`config.mk`:
```
export PLATFORM = sky130hd
export DESIGN_NAME = program_loader
export DESIGN_NICKNAME = d
export VERILOG_FILES = /design/src/rtl/program_loader.sv
export SDC_FILE = /design/constraint.sdc
export NUM_CORES = 1
export LEC_CHECK = 0
export CAP_MARGIN = 20
export CORE_MARGIN = 2
export CORE_UTILIZATION = 30
export DETAILED_ROUTE_END_ITERATION = 6
export MAX_ROUTING_LAYER = met4
export SLEW_MARGIN = 5
export SYNTH_ARGS = -nofsm -noshare
export SYNTH_HDL_FRONTEND = slang
export SYNTH_SLANG_ARGS = --single-unit
```
`constraint.sdc`:
```
create_clock -name clk -period 2.3 [get_ports clk]
set_clock_uncertainty 0.05 [all_clocks]
set_input_delay 0.345 -clock clk [delete_from_list [all_inputs] [get_ports clk]]
set_output_delay 0.345 -clock clk [all_outputs]
set_load 0.03 [all_outputs]
```
`src/rtl/program_loader.sv`:
```
// Instruction-memory program loader: assembles a little-endian byte stream into 32-bit words and writes them.
// Optional trailing XOR checksum byte enabled by defining LOADER_CHECKSUM_EN.
module program_loader #(
    parameter logic [31:0] BASE_ADDR = 32'd4,
    parameter logic [31:0] MAX_WORDS = 32'd23001
) (
    input  logic        clk,
    input  logic        rst,
    input  logic [7:0]  rx_data,
    input  logic        rx_valid,
    output logic [31:0] pro_addr,
    output logic [31:0] pro_data,
    output logic        memwrite,
    output logic        loading,
    output logic        done,
    output logic        err,
    output logic [31:0] word_cnt
);

`ifdef LOADER_CHECKSUM_EN
    typedef enum logic [2:0] {ST_HDR, ST_DATA, ST_CSUM, ST_DONE, ST_ERR} state_t;
`else
    typedef enum logic [2:0] {ST_HDR, ST_DATA, ST_DONE, ST_ERR} state_t;
`endif

    state_t      state;
    logic [1:0]  byte_idx;
    logic [31:0] hdr;
    logic [31:0] word_buf;
    logic [31:0] hdr_next;
    logic [31:0] word_next;
`ifdef LOADER_CHECKSUM_EN
    logic [7:0]  csum;
`endif

    // The final byte of a header/word completes the value in the same cycle it arrives.
    assign hdr_next  = {rx_data, hdr[23:0]};
    assign word_next = {rx_data, word_buf[23:0]};

    always_ff @(posedge clk) begin
        if (rst) begin
            state    <= ST_HDR;
            byte_idx <= 2'd0;
            hdr      <= 32'd0;
            word_buf <= 32'd0;
            pro_addr <= 32'd0;
            pro_data <= 32'd0;
            memwrite <= 1'b0;
            loading  <= 1'b0;
            done     <= 1'b0;
            err      <= 1'b0;
            word_cnt <= 32'd0;
`ifdef LOADER_CHECKSUM_EN
            csum     <= 8'd0;
`endif
        end else begin
            memwrite <= 1'b0;
            case (state)
                ST_HDR: begin
                    if (rx_valid) begin
                        loading <= 1'b1;
                        hdr[{byte_idx, 3'b000} +: 8] <= rx_data;
                        byte_idx <= byte_idx + 2'd1;
                        if (byte_idx == 2'd3) begin
                            if (hdr_next == 32'd0) begin
`ifdef LOADER_CHECKSUM_EN
                                state   <= ST_CSUM;
`else
                                state   <= ST_DONE;
                                done    <= 1'b1;
                                loading <= 1'b0;
`endif
                            end else if (hdr_next > MAX_WORDS) begin
                                state   <= ST_ERR;
                                err     <= 1'b1;
                                loading <= 1'b0;
                            end else begin
                                state   <= ST_DATA;
                            end
                        end
                    end
                end
                // Write is issued from the registered outputs; DONE raises done one cycle later.
                ST_DATA: begin
                    if (rx_valid) begin
                        word_buf[{byte_idx, 3'b000} +: 8] <= rx_data;
                        byte_idx <= byte_idx + 2'd1;
`ifdef LOADER_CHECKSUM_EN
                        csum <= csum ^ rx_data;
`endif
                        if (byte_idx == 2'd3) begin
                            memwrite <= 1'b1;
                            pro_addr <= BASE_ADDR + (word_cnt << 2);
                            pro_data <= word_next;
                            word_cnt <= word_cnt + 32'd1;
                            if (word_cnt + 32'd1 == hdr) begin
`ifdef LOADER_CHECKSUM_EN
                                state <= ST_CSUM;
`else
                                state <= ST_DONE;
`endif
                            end
                        end
                    end
                end
`ifdef LOADER_CHECKSUM_EN
                ST_CSUM: begin
                    if (rx_valid) begin
                        loading <= 1'b0;
                        if (rx_data == csum) begin
                            state <= ST_DONE;
                            done  <= 1'b1;
                        end else begin
                            state <= ST_ERR;
                            err   <= 1'b1;
                        end
                    end
                end
`endif
                ST_DONE: begin
                    done    <= 1'b1;
                    loading <= 1'b0;
                end
                ST_ERR: begin
                    err     <= 1'b1;
                    loading <= 1'b0;
                end
                default: begin
                    state <= ST_HDR;
                end
            endcase
        end
    end

endmodule

```
**Word-level counts from Yosys, hierarchy flattened**

Index checks and enable logic that the tools add are counted.

- Add/sub/neg operators: 4
- Order comparisons: 1
- Equality and inequality tests: 13
- Shift operators: 2
- Mux-type cells: 25
- Bitwise logic cells: 3
- Reduce and logical (&&, ||, !) cells: 16

Operators by type and width:

| kind | count |
|---|---|
| 32-bit bitwise mux | 2 |
| 3-bit by 32-bit adder with 32-bit output (first input constant) | 1 |
| 32-bit by 1-bit adder with 32-bit output (second input constant) | 1 |
| 32-bit equality test | 1 |
| 32-bit by 15-bit greater-than comparator with 1-bit output (second input constant) | 1 |
| 32-bit logical NOT | 1 |
| 8-bit by 7-bit variable shift with 32-bit output (first input constant) | 1 |
| 8-bit by 7-bit indexed part select with 32-bit output | 1 |
| 2-bit inequality test (second input constant) | 8 |
| 3-bit two-way mux | 5 |
| 1-bit two-way mux | 12 |
| 3-bit case mux with 3 select lines | 1 |
| 2-bit AND reduction | 4 |
| 5-bit negation with 7-bit output | 1 |
| 3-bit by 2-bit equality test with 1-bit output (second input constant) | 2 |
| 1-bit case mux with 2 select lines | 3 |
| 6-bit AND reduction | 1 |
| 2-bit nonzero test | 3 |
| 5-bit AND reduction | 1 |
| 2-bit two-way mux | 2 |
| 4-bit AND reduction | 1 |
| 2-bit OR reduction | 2 |
| 3-bit by 1-bit equality test with 1-bit output (second input constant) | 1 |
| 3-bit logical NOT | 1 |
| other kinds (5) | 7 |

- Register bits after elaboration: 169
- Input bits: 11
- Logic and storage cells: 75

**Depth between registers and ports, before layout**

- Word-level depth: 6
- Gate-level depth with buffers: 9
- Gate-level depth less buffers: 8

**Worst setup path before layout**

OpenSTA, ideal clock, no wires.

- Kind: register to register
- Start: reg word_cnt[0]
- End: reg state[1]
- Library setup time: 0.117 ns
- Arrival time: 2.331 ns
- Slack: -0.199 ns
- Cell stages (with the launch flop): 9
- Period minus slack after synthesis: 2.499 ns
- Path through: dfxtp_1 ha_1 nand3_1 nor3_4 nand3_2 mux2_2 o2111ai_1 a2111oi_2 a32o_1

- Cells in the longest elaborated chain, start to end: 4

RTL lines:

| element | line | source |
|---|---|---|
| from (decl) | 17 | `output logic [31:0] word_cnt` |
| from (signal assigned) | 95 | `word_cnt <= word_cnt + 32'd1;` |
| 32-bit by 1-bit adder with 32-bit output | 96 | `if (word_cnt + 32'd1 == hdr) begin` |
| 32-bit equality test | 96 |  |
| 2-bit inequality test (no source line) | - |  |
| 6-bit AND reduction (no source line) | - |  |
| to (signal assigned) | 78 | `state <= ST_DATA;` |
| to (signal assigned) | 100 | `state <= ST_DONE;` |
| to (signal assigned) | 129 | `state <= ST_HDR;` |
| to (decl) | 26 | `state_t state;` |

No other way between the ends.
A chain may end at the register's enable or synchronous reset.

**Final worst setup path**

- Start: reg word_cnt[1]
- End: reg state[1]

Same word-level chain as after synthesis.

==> out/qor.yml <==
status: "complete, no violations"
hold_path.class: "primary input to register"
start_util_pct: 30.43
cts_tree: "done"
synth-edff-count: 0
post-route-period-util_pct: 98.81
critical_path_peak_fanout: 6
core.rowCount: 53
p_clk_share_pct: 50.3
min-delay-start: "rst"
synthTopCellsByArea: "dfxtp_1 (40%), nand2_1 (8.5%), a21oi_1 (6.8%), xnor2_1 (5.6%), nand3_1 (4.7%)"
synth_warnings: 0
criticalPathCategory: "register to register"
fin_nets: 955
min_period_ns: 2.273
worst-path-buf-inv: 1
critPathLaunch: "word_cnt[1]"
worst_pin_slew_ns: 0.7279
crit_chain: "ha_4, nand4_1, buf_6, nor3_2, nand2_1, a221oi_2, nand4_1, nor4_4, a32o_1"
firstDrtPassIters: 5
die-area_sq_um: 22370
synth-adder-area-share_pct: 1.181
drtIter0Drc: 381
synth_ff_type: "dfxtp_1"
htree_levels: 4
cp_data_required_time_ns: 2.61
drv_cap: 0
fmax_mhz: 440.0
synth_top_family_by_area: "simple AND/OR/NAND/NOR gates"
setup_viol: 0
ys_ff_latch: 128
root_buffer: "clkbuf_16"
pre_cts_ws_ns: -0.1376
gp_congestion: 0.8892
yosysTopAreaCell: "dfxtp_1"
slew_headroom_pct: 50.86
cts.sinks: 128
grt_pass1_vias: 5559
hpwl_microns: 13900
synth_top_cells_by_count: "nand2_1 (144), dfxtp_1 (128), a21oi_1 (86)"
grt_pass1_wl_microns: 30130
io_buffers: 108
drc: 0
swShare_pct: 23.26
worst_path_largest_cell_delay_ns: 0.35
synth_top_area_share_pct: 40.31
p_switching_uw: 1197
clock_latency_ns: 0.42
cp_common_cell: "nand4_1"
synth_cell_types: 54
seq_power_share_pct: 43.9
clk_pin_slew_ns: 0.06
finalWirelength_microns: 19090
crit_family: "simple AND/OR/NAND/NOR gates"
synthMuxAreaShare_pct: 0.1771
p_int_uw: 3948
synth_most_common_cell: "nand2_1"
syn_area_sq_um: 6357
synth-seq-area-share_pct: 40.31
cts_buffers: 17
ios: 111
hold_buffers: 0
die_w_microns: 149.6
synth_compound_area_share_pct: 13.19
netlist_instances: 812
rsz0062_at_grt: "true"
fp.coreArea_sq_um: 20890
slew_viol_final: 0
hold_viol: 0
async_reset_ff_share_pct: 0
diodes: 0
clockBufferDepth: 2
grt_max_degree: 48
cpMaxStageDelayCell: "dfxtp_2"
die_y_microns: 149.6
syn_to_final_growth_pct: 37.24
layout-drive-gt1-share_pct: 16.75
synth_xor_area_share_pct: 9.782
worst_slack_ns: 0.02748
avgRoutedWirePerCell_microns: 15.59
timing.rr.start: "word_cnt[1]"
cp-start-kind: "register"
cp-end-kind: "register"
ant_nets: 0
antenna_found_initial: 0
p_leak_uw: 0.003076
grtUsageTotal_pct: 17.83
vias_per_cell: 4.978
num_vias: 6093
power_frac_comb_pct: 5.8
fin_util_pct: 41.77
overflow: 0
syn-mean-instance-area_sq_um: 7.829
synthSimpleGateAreaFrac_pct: 27.30
vdd_drop_max_mv: 0.4984
worstPathArrival_ns: 2.59
power_density_nw_per_um2: 589.6
## cell usage in the layout, fill, tap and decap left out, types with 7 or more instances in the layout
master and count:
nor4_1 10, clkbuf_16 17, nand3_1 56, nor2_1 65, xnor2_1 41, o21ai_0 15
and2_1 9, nand2_1 142, buf_4 86, nand4_1 19, a22oi_1 17, a21oi_1 86
dfxtp_1 116, dfxtp_2 11, nor3_1 12, clkdlybuf4s50_1 107, inv_1 7, xor2_1 30
or3_1 7
## repair_timing
item	in CTS	in global routing
setup endpoints to repair	2	4
pin swaps	3	16
gates resized for setup	5	28
buffers inserted	3	0
gates cloned	0	0
## worst register-to-register path, delay by kind of cell (launching register included)
family / cells / cell delay (ns)
buffers and inverters: 1 / 0.22
flip-flops: 1 / 0.35
AND/OR/NAND/NOR: 5 / 0.95
AO/OA/AOI/OAI: 2 / 0.48
adder cells (fa/ha/maj): 1 / 0.16
## power by group through the flow
| stage | registers (uW) | clock network [uW] | logic, uW |
|---|---|---|---|
| after CTS | 2260 | 2640 | 296 |
| after global routing | 2260 | 2740 | 324 |
| after detailed placement | 2310 | 0 | 294 |
| final | 2260 | 2590 | 296 |
| after global placement | 2310 | 0 | 292 |
| after floorplan | 2310 | 0 | 179 |
## stage by stage
step | TNS (ns) | instances | total power, uW | hold WS [ns] | instance area (sq um)
after floorplan | 0 | 813 | 2485 | 0.3816 | 6374
after global placement | -0.2040 | 1191 | 2600 | 0.3940 | 7986
after detailed placement | -0.3033 | 1191 | 2602 | 0.3953 | 7986
after CTS | 0 | 1224 | 5198 | 0.2805 | 8602
after global routing | -0.1227 | 1224 | 5329 | 0.3066 | 8725
final | 0 | 1224 | 5144 | 0.3034 | 8725
## kinds of logic after synthesis
logic type / after synthesis
flops: 128
compound gates: 142
fa+ha+maj: 6
xor+xnor: 71
mux: 1
simple gates: 365
other cells: 1
buf+inv: 98
## worst paths after layout
path,endpoint,slack (ns),depth (start not counted)
max,state[1],0.03,9
min,err,0.30,2
max reg2reg,state[1],0.03,9
min reg2reg,pro_data[5],0.40,2
## final cells by class
class	instances	area, sq um
inverter	7	26.28
fill	2127	12160
multi-input combinational	587	3433
timing repair buffer	197	1779
clock buffer	20	446.7
clock inverter	10	115.1
sequential	128	2580
tap	275	344.1
## layer usage
metal	track usage, %	vias to the layer above	routed length [microns]
met5	-	-	0
met4	4.762	0	311
met3	4.421	24	1080
met2	26.83	190	8629
met1	23.87	2878	9065
li1	-	3001	-
## flip-flops by register name, indices dropped and copies added, names as in the netlist
register	cells
byte_idx	2
done	1
err	1
hdr	32
loading	1
memwrite	1
pro_data	32
state	2
word_buf	24
word_cnt	32
Power figures use the tool's default switching activity.
